**src/rtl/mem_pkg.sv**
```systemverilog
// Shared memory-path definitions: sign-mask bit positions, MMIO addresses and the
// store-buffer entry layout.
package mem_pkg;

   localparam int unsigned SM_SIGNED = 3;
   localparam int unsigned SM_WORD   = 2;
   localparam int unsigned SM_HALF   = 1;

   localparam logic [31:0] LED_ADDR = 32'h2000;

   typedef struct packed {
      logic [31:0] addr;
      logic [31:0] data;
      logic [3:0]  sign_mask;
   } sb_entry_t;

   localparam int unsigned SB_ENTRY_W = $bits(sb_entry_t);

endpackage

```
**src/rtl/sb_fifo.sv**
```systemverilog
// Store-buffer storage: circular FIFO with per-entry valid bits and a parallel
// word-address match vector used for load hazard detection.
module sb_fifo
   import mem_pkg::*;
#(
   parameter int unsigned DEPTH = 4
) (
   input  logic             clk,
   input  logic             reset,
   input  logic             push,
   input  sb_entry_t        push_entry,
   input  logic             pop,
   input  logic [29:0]      match_word,
   output sb_entry_t        head_entry,
   output logic             full,
   output logic             empty,
   output logic [DEPTH-1:0] match
);

   localparam int unsigned AW = $clog2(DEPTH);

   sb_entry_t        store_q [DEPTH];
   logic [DEPTH-1:0] valid_q;
   logic [AW-1:0]    head_q;
   logic [AW-1:0]    tail_q;
   logic [AW:0]      count_q;

   always_ff @(posedge clk) begin
      if (reset) begin
         valid_q <= '0;
         head_q  <= '0;
         tail_q  <= '0;
         count_q <= '0;
      end else begin
         if (pop) begin
            valid_q[head_q] <= 1'b0;
            head_q          <= head_q + 1'b1;
         end
         // Push after pop so a full-buffer push into the freed slot keeps it valid.
         if (push) begin
            store_q[tail_q] <= push_entry;
            valid_q[tail_q] <= 1'b1;
            tail_q          <= tail_q + 1'b1;
         end
         if (push && !pop) begin
            count_q <= count_q + 1'b1;
         end else if (pop && !push) begin
            count_q <= count_q - 1'b1;
         end
      end
   end

   assign full       = (count_q == (AW + 1)'(DEPTH));
   assign empty      = (count_q == '0);
   assign head_entry = store_q[head_q];

   always_comb begin
      match = '0;
      for (int i = 0; i < DEPTH; i++) begin
         match[i] = valid_q[i] && (store_q[i].addr[31:2] == match_word);
      end
   end

endmodule

```
**src/rtl/store_buffer.sv**
```systemverilog
// Posted-write buffer in front of data_mem: queues stores, drains them in idle
// slots, passes loads through and stalls loads that hit a queued store's word.
module store_buffer
   import mem_pkg::*;
#(
   parameter int unsigned DEPTH = 4
) (
   input  logic        clk,
   input  logic        reset,
   input  logic [31:0] cpu_addr,
   input  logic [31:0] cpu_write_data,
   input  logic        cpu_memwrite,
   input  logic        cpu_memread,
   input  logic [3:0]  cpu_sign_mask,
   output logic [31:0] cpu_read_data,
   output logic        cpu_stall,
   output logic [31:0] mem_addr,
   output logic [31:0] mem_write_data,
   output logic [3:0]  mem_sign_mask,
   output logic        mem_memwrite,
   output logic        mem_memread,
   input  logic [31:0] mem_read_data,
   input  logic        mem_clk_stall,
   output logic        sb_empty
);

   sb_entry_t        push_entry;
   sb_entry_t        head_entry;
   logic             full;
   logic             empty;
   logic [DEPTH-1:0] match;
   logic             hazard;
   logic             load_ok;
   logic             load_go;
   logic             issue;
   logic             push;

   assign push_entry = '{addr: cpu_addr, data: cpu_write_data, sign_mask: cpu_sign_mask};

   sb_fifo #(
      .DEPTH (DEPTH)
   ) u_fifo (
      .clk        (clk),
      .reset      (reset),
      .push       (push),
      .push_entry (push_entry),
      .pop        (issue),
      .match_word (cpu_addr[31:2]),
      .head_entry (head_entry),
      .full       (full),
      .empty      (empty),
      .match      (match)
   );

   assign hazard  = cpu_memread && (|match);
   // A full buffer lets the drain win over loads so stores cannot starve.
   assign load_ok = cpu_memread && !hazard && !full;
   assign issue   = !empty && !mem_clk_stall && !load_ok;
   assign load_go = load_ok && !mem_clk_stall;
   assign push    = cpu_memwrite && (!full || issue);

   assign cpu_stall     = (cpu_memread && !load_go) || (cpu_memwrite && !push);
   assign cpu_read_data = mem_read_data;
   assign sb_empty      = empty;

   always_comb begin
      mem_addr       = '0;
      mem_write_data = '0;
      mem_sign_mask  = '0;
      mem_memwrite   = 1'b0;
      mem_memread    = 1'b0;
      if (issue) begin
         mem_addr       = head_entry.addr;
         mem_write_data = head_entry.data;
         mem_sign_mask  = head_entry.sign_mask;
         mem_memwrite   = 1'b1;
      end else if (load_go) begin
         mem_addr      = cpu_addr;
         mem_sign_mask = cpu_sign_mask;
         mem_memread   = 1'b1;
      end
   end

endmodule

```
**config.mk**
```make
export PLATFORM = sky130hd
export DESIGN_NAME = store_buffer
export DESIGN_NICKNAME = d
export VERILOG_FILES = /design/src/rtl/mem_pkg.sv /design/src/rtl/sb_fifo.sv /design/src/rtl/store_buffer.sv
export SDC_FILE = /design/constraint.sdc
export NUM_CORES = 1
export LEC_CHECK = 0
export CAP_MARGIN = 20
export CORE_MARGIN = 4
export CORE_UTILIZATION = 55
export DETAILED_ROUTE_END_ITERATION = 8
export PLACE_DENSITY_LB_ADDON = 0.15
export SYNTH_ARGS = -nofsm -noshare
export SYNTH_HDL_FRONTEND = slang
export SYNTH_SLANG_ARGS = --single-unit
```
**constraint.sdc**
```tcl
create_clock -name clk -period 3.6 [get_ports clk]
set_input_delay 0.72 -clock clk [delete_from_list [all_inputs] [get_ports clk]]
set_output_delay 0.72 -clock clk [all_outputs]
set_load 0.05 [all_outputs]
```
Yosys cells after proc, flatten, opt, wreduce, memory -nomap -nowiden
Memories as Yosys holds them, arrays and structs flattened. A register that Yosys moved wholly into a read port is not among the register bits.
Index checks and enable logic that the tools add are counted.
- output and inout bits: 104
- word-level logic and storage cells: 73
- bits of input ports: 105
- register bits after elaboration: 11
- memory bits (writable): 272
- memories: 1
- reduce and logical (&&, ||, !) cells: 30
- add/subtract/negate cells: 4
- muxes and demuxes: 22
- $lt $le $gt $ge: 4
- bitwise operators: 3
- eq/ne operators: 5
- memory list (memory ; depth ; bits a word ; read ports ; clocked after memory_dff ; write ports ; RTL line ; text):
    u_fifo.store_q ; 4 ; 68 ; 5 ; 1 ; 1 ; sb_fifo.sv:22 ; sb_entry_t store_q [DEPTH];
- operators by type and width (kind ; count):
    $eq 30x30->1 ; 4
    $mux 32 ; 3
    $mux 4 ; 5
    $logic_and 1x1->1 ; 17
    $logic_not 1->1 ; 8
    $mux 1 ; 8
    $lt 2x3->1 const B ; 2
    $mux 3 ; 2
    $add 2x1->2 const B ; 2
    $and 4x4->4 ; 1
    $demux 1 s2 ; 2
    $ge 2x1->1 const B ; 2
    $mux 2 ; 2
    $not 4->4 ; 1
    $or 4x4->4 ; 1
    $reduce_or 4->1 ; 1
    $add 3x1->3 const B ; 1
    $eq 3x3->1 const B ; 1
    $logic_not 3->1 ; 1
    $sub 3x1->3 const B ; 1
    $logic_or 1x1->1 ; 2
    $reduce_bool 2->1 ; 1

Depth between registers and ports, before layout
- word-level depth: 15
- gate-level depth with buffers: 14
- depth with buffers taken out: 12

Cells and area by module
From an unflattened synthesis, not the netlist that was laid out.
- cell total of the unflattened synthesis: 816
- area, all modules: 13256.5 um2
- modules (own cells, without submodules) (module ; instances ; area an instance (um2) ; sequential area each (um2) ; cells an instance):
    sb_fifo ; 1 ; 11965.2 ; 8428.1 ; 606
    store_buffer ; 1 ; 1291.2 ; 0.0 ; 210

Worst setup path before layout
No wires, ideal clock.
- path type: input -> output
- start point: input cpu_addr[14]
- end point: output cpu_stall
- path slack: -0.843 ns
- stages: 7
- path buffers: 1
- data required time: 2.880 ns
- arrival: 3.723 ns
- path through: clkbuf_1 > xnor2_1 > and3_1 > nand4b_1 > nor4_4 > nor4_1 > nor2_1
- longest elaborated chain between the ends: 14
- elaborated cells on any way between the ends: 23
- classes of those cells: 4 x eq/ne; 19 x reduce/logical
- ends and longest elaborated chain (what ; RTL line ; text):
    from (decl) ; store_buffer.sv:10 ; input logic [31:0] cpu_addr,
    $eq 30x30->1 ; sb_fifo.sv:60 ; match[i] = valid_q[i] && (store_q[i].addr[31:2] == match_word);
    $logic_and 1x1->1 ; sb_fifo.sv:60 ;
    $reduce_or 4->1 (*) ; store_buffer.sv:55 ; assign hazard = cpu_memread && (|match);
    $logic_and 1x1->1 (*) ; store_buffer.sv:55 ;
    $logic_not 1->1 (*) ; store_buffer.sv:57 ; assign load_ok = cpu_memread && !hazard && !full;
    $logic_and 1x1->1 (*) (2 in series) ; store_buffer.sv:57 ;
    $logic_not 1->1 ; store_buffer.sv:58 ; assign issue = !empty && !mem_clk_stall && !load_ok;
    $logic_and 1x1->1 ; store_buffer.sv:58 ;
    $logic_or 1x1->1 ; store_buffer.sv:60 ; assign push = cpu_memwrite && (!full || issue);
    $logic_and 1x1->1 ; store_buffer.sv:60 ;
    $logic_not 1->1 ; store_buffer.sv:62 ; assign cpu_stall = (cpu_memread && !load_go) || (cpu_memwrite && !push);
    $logic_and 1x1->1 ; store_buffer.sv:62 ;
    $logic_or 1x1->1 (*) ; store_buffer.sv:62 ;
    to (decl) ; store_buffer.sv:16 ; output logic cpu_stall,
Every way passes the cells marked *; elsewhere a longest branch is shown, timed or not.

Worst setup path after layout
- start point: input cpu_addr[9]
- end point: output mem_addr[2]
- longest elaborated chain between the ends: 10
- elaborated cells on any way between the ends: 18
- classes of those cells: 4 x eq/ne; 2 x mux; 12 x reduce/logical
- ends and longest elaborated chain (what ; RTL line ; text):
    $eq 30x30->1 ; sb_fifo.sv:60 ;
    $logic_and 1x1->1 ; sb_fifo.sv:60 ;
    $reduce_or 4->1 (*) ; store_buffer.sv:55 ;
    $logic_and 1x1->1 (*) ; store_buffer.sv:55 ;
    $logic_not 1->1 (*) ; store_buffer.sv:57 ;
    $logic_and 1x1->1 (*) (2 in series) ; store_buffer.sv:57 ;
    $logic_and 1x1->1 or $logic_not 1->1 (tied branches) ; store_buffer.sv:59, store_buffer.sv:58 ;
    $mux 32 or $logic_and 1x1->1 (tied branches) ; store_buffer.sv:77, store_buffer.sv:58 ;
    $mux 32 (*) ; store_buffer.sv:72 ; if (issue) begin
    to (decl) ; store_buffer.sv:17 ; output logic [31:0] mem_addr,
Marked as above.

==> summary by stage <==
Critical path
The worst setup path is captured at an output pin. The worst setup path is launched from an input pin. The data arrival at the endpoint of the critical path is between 3 and 4 ns. The highest fanout seen on the critical path is 8.

The slowest cell on the critical path is sky130_fd_sc_hd__or4_4. The maximum single-stage delay on the critical path is 0.57 ns. The worst setup path is of the input pin to output pin kind. The data required time of the worst path is ~2.9 ns. The kind of cell adding the most delay to the critical path is simple AND/OR/NAND/NOR gates. The buffer and inverter count on the worst path is 5. In this design, the critical path's most frequently occurring cell is sky130_fd_sc_hd__buf_12.

The critical path goes through clkdlybuf4s15_2, xnor2_2, nand4_1, or4_4, nor4_4, nor3_4, buf_12, buf_12, buf_8, mux2i_4, buf_12. In this run the register-to-register setup slack is ~0.50 ns.

Clock network
The number of buffers on the longest clock path is 3. The number of sinks handled by clock tree synthesis is approximately 290. TritonCTS created 29 clock buffers.

In this run the number of H-tree levels came out at 1. After clock tree synthesis, the clock-pin slew on the worst setup and hold paths is roughly 0.06 ns. The number of hold buffers added after CTS is 0. The clock insertion delay at the later pin of the skew report is about 0.56 ns. The TritonCTS clock tree is done. The clock root buffer master is sky130_fd_sc_hd__clkbuf_16.

Global routing
The initial antenna violation count came to 2. The first-pass GRT wire length is ~56 mm. Entering global routing, the biggest net connects 51 pins.

The global routing usage summed across all routing layers is 0.262. The global-route congestion overflow total is 0. The via count of the first global-routing pass is about 9000.

Run status
The checks that failed: negative setup slack. The flow ran to the end, but the final reports show violations.

Cells and area
The cell area after layout is 19300 µm². The total inserted antenna cells is 0. At the end of the flow the core is filled with cells to 0.789. The top cell types in the final layout, fill and taps aside, are 272 x sky130_fd_sc_hd__edfxtp_1, 125 x sky130_fd_sc_hd__buf_4, 91 x sky130_fd_sc_hd__buf_12, 86 x sky130_fd_sc_hd__nand2_1, 73 x sky130_fd_sc_hd__xnor2_1. The finished layout holds between 1000 and 1500 standard cells, fillers aside.

The proportion of layout cells with a drive suffix above 1 is 0.428. For this run, the post-layout net count is between 1000 and 1500. The area added between synthesis and finish is 40.5%. Leaving out fill and tap cells, the most frequent cell in the layout is sky130_fd_sc_hd__edfxtp_1.

Place
Once placement finished, the instance area stood at ~17000 µm². The number of placed instances, taps included, is approximately 1400. The number of buffers inserted by port buffering is about 140. Detailed placement ended at an HPWL of roughly 24 mm. The routability congestion estimate is 0.966.

Timing
Setup repair after global routing could not meet its margin everywhere. Setup violations remaining at the end of the flow were counted as slightly below 70. The tightest hold path in the finished design has a slack of approximately 0.52 ns. The slew at the pin with the worst max-slew slack is slightly above 0.6 ns. The ratio of final minimum period to clock period is 1.06. The count of pins over their slew limit is 0. The final count of hold timing violations is 0.

Setup slack on the critical path of the routed design comes to -0.218 ns. The maximum clock skew at final layout is approximately 0.012 ns. Measured against its own limit, the worst slew margin works out to 0.590.

For the finished layout, the period the worst path requires is 3.82 ns. Based on the critical path, the design can be clocked at up to 262 MHz.

Synth
The synthesized area per cell is ~16 µm². The top cell type's share of synthesized area is 0.596. The sequential cell area fraction in the yosys report is 0.615. The synthesized net count is 995. Synthesis inferred 285 register bits. The synthesized cell area is about 14000 µm². The async set-reset flop share out of synthesis is 0. The number of enable flip-flop cells after synthesis is 272. In the post-synthesis netlist, the biggest area contributors are sky130_fd_sc_hd__edfxtp_1 60%, sky130_fd_sc_hd__mux4_2 11%, sky130_fd_sc_hd__xnor2_1 7.3%, sky130_fd_sc_hd__nor3b_2 2.9%, sky130_fd_sc_hd__mux2i_1 2.7%.

The top cell type by total area after synthesis is sky130_fd_sc_hd__edfxtp_1. Among all flip-flop cells after synthesis, the most frequent one is sky130_fd_sc_hd__edfxtp_1. The cell count after synthesis is 880. The number of distinct library cells after synthesis is 40. The warning count from the yosys run is 0.

Detailed routing
The sum of routed wire length over all layers is 36.5 mm. The number of antenna-violating nets in the routed design is 0. The number of vias per cell is 5.93. The first detailed-routing pass took 5 iterations.

After detailed routing, the number of remaining DRC violations is 0. The number of vias in the routed layout is between 8000 and 9000. The wire length per cell after detailed routing is between 20 and 25 µm. The detailed router finished its first iteration with around 820 violations.

Floorplan
The die area is about 27000 µm². The initial utilization of the core area, before any placement, comes to 0.562. The floorplan die width is between 150 and 200 µm. The total area inside the core boundary comes to approximately 24000 µm². The initialized floorplan defines 57 standard-cell rows.

The I/O pin total is approximately 210. In this run the vertical extent of the chip is ~170 µm.

Worst hold path
In this run the worst hold path is classified as flop to flop.

Run
The tool flagged a number of max-cap violations equal to 0.

Power
For this design the ratio of total power to cell area is about 600 nW/µm². IR analysis of the VDD net gives a maximum drop of about 0.6 mV. Summed over all cells, the static leakage comes to roughly 6.6 nW. The total chip power is around 11 mW.
-- tightest hold or removal path: stages, from the launching register on --
cell	delay (ns)
sky130_fd_sc_hd__dfxtp_1	0.35
sky130_fd_sc_hd__nand2_1	0.07
sky130_fd_sc_hd__a21oi_1	0.06
-- final cells by class --
| type | count | area (µm²) |
|---|---|---|
| Inverter | 11 | 41.3 |
| Fill cell | 1321 | 5140 |
| Clock buffer | 37 | 776 |
| Multi-Input combinational cell | 486 | 5820 |
| Clock inverter | 17 | 155 |
| Sequential cell | 285 | 8430 |
| Tap cell | 324 | 405 |
| Timing Repair Buffer | 303 | 3620 |
-- layer usage --
metal  vias to the layer above  track usage  wire (µm)
met4                         4       0.0542        815
met3                        69       0.0538       2730
met1                      4400        0.366      14600
met5                         -            0         26
li1                       3814            -          -
met2                       386        0.437      18300
-- power by group --
part | leakage [nW] | switching, mW | total, mW | internal, mW
combinational | 3.56 | 2.34 | 4.57 | 2.23
clock | 0.457 | 1.25 | 2.93 | 1.67
sequential | 2.58 | 0.110 | 3.94 | 3.83
-- flip-flops by register name (all words and copies together) (netlist names), named ones only --
register        flops
u_fifo.store_q    272
u_fifo.valid_q      4
u_fifo.tail_q       2
u_fifo.count_q      3
u_fifo.head_q       2
-- timing repair --
action | 4_1_cts | 5_1_grt
cloned | 2 | 1
endpoints found under the setup margin | 71 | 71
resized for setup | 124 | 36
pin swaps | 55 | 16
setup buffers | 21 | 2
-- worst paths after layout --
kind                                             from                 to  depth (start not counted)
worst max register to register  u_fifo.store_q[3][41]  u_fifo.count_q[2]                         13
worst max-delay path                      cpu_addr[9]        mem_addr[2]                         11
worst min register to register       u_fifo.tail_q[1]   u_fifo.tail_q[1]                          2
worst min-delay path                 u_fifo.tail_q[1]   u_fifo.tail_q[1]                          2
-- per-stage QoR --
stage / TNS [ns] / worst slack (ns)
3_3_place_gp: -45.22 / -0.732
5_1_grt: -16.01 / -0.310
2_1_floorplan: -0.0918 / -0.0918
6_report: -9.57 / -0.218
4_1_cts: -16.29 / -0.306
3_5_place_dp: -42.69 / -0.709
-- kinds of logic (layout without fill, tap and decap cells) --
| kind of cell | Yosys count | in the layout | share of synthesized area |
|---|---|---|---|
| compound gates | 15 | 15 | 0.00795 |
| xor+xnor | 124 | 124 | 0.0804 |
| fa+ha+maj | 10 | 10 | 0.00968 |
| buf+inv | 109 | 368 | 0.0435 |
| flops | 285 | 285 | 0.615 |
| mux | 105 | 105 | 0.139 |
| simple gates | 232 | 232 | 0.104 |
-- cells in the mapped netlist, types with 2 or more instances --
cell type	instances
sky130_fd_sc_hd__a21oi_1	3
sky130_fd_sc_hd__a22o_1	2
sky130_fd_sc_hd__a2bb2oi_1	4
sky130_fd_sc_hd__and3_1	3
sky130_fd_sc_hd__buf_1	3
sky130_fd_sc_hd__buf_2	11
sky130_fd_sc_hd__buf_4	32
sky130_fd_sc_hd__buf_6	7
sky130_fd_sc_hd__clkbuf_1	45
sky130_fd_sc_hd__dfxtp_1	13
sky130_fd_sc_hd__edfxtp_1	272
sky130_fd_sc_hd__ha_1	9
sky130_fd_sc_hd__inv_1	10
sky130_fd_sc_hd__mux2i_1	37
sky130_fd_sc_hd__mux4_2	68
sky130_fd_sc_hd__nand2_1	86
sky130_fd_sc_hd__nand2b_1	6
sky130_fd_sc_hd__nand3_1	9
sky130_fd_sc_hd__nand4_1	54
sky130_fd_sc_hd__nand4b_1	4
sky130_fd_sc_hd__nor2_1	12
sky130_fd_sc_hd__nor3_1	4
sky130_fd_sc_hd__nor3b_1	2
sky130_fd_sc_hd__nor3b_2	32
sky130_fd_sc_hd__nor4_1	13
sky130_fd_sc_hd__nor4b_1	2
sky130_fd_sc_hd__o21ai_0	3
sky130_fd_sc_hd__xnor2_1	114
sky130_fd_sc_hd__xnor2_2	2
sky130_fd_sc_hd__xor2_1	8
Note: power is estimated with default switching activity, not from simulation.
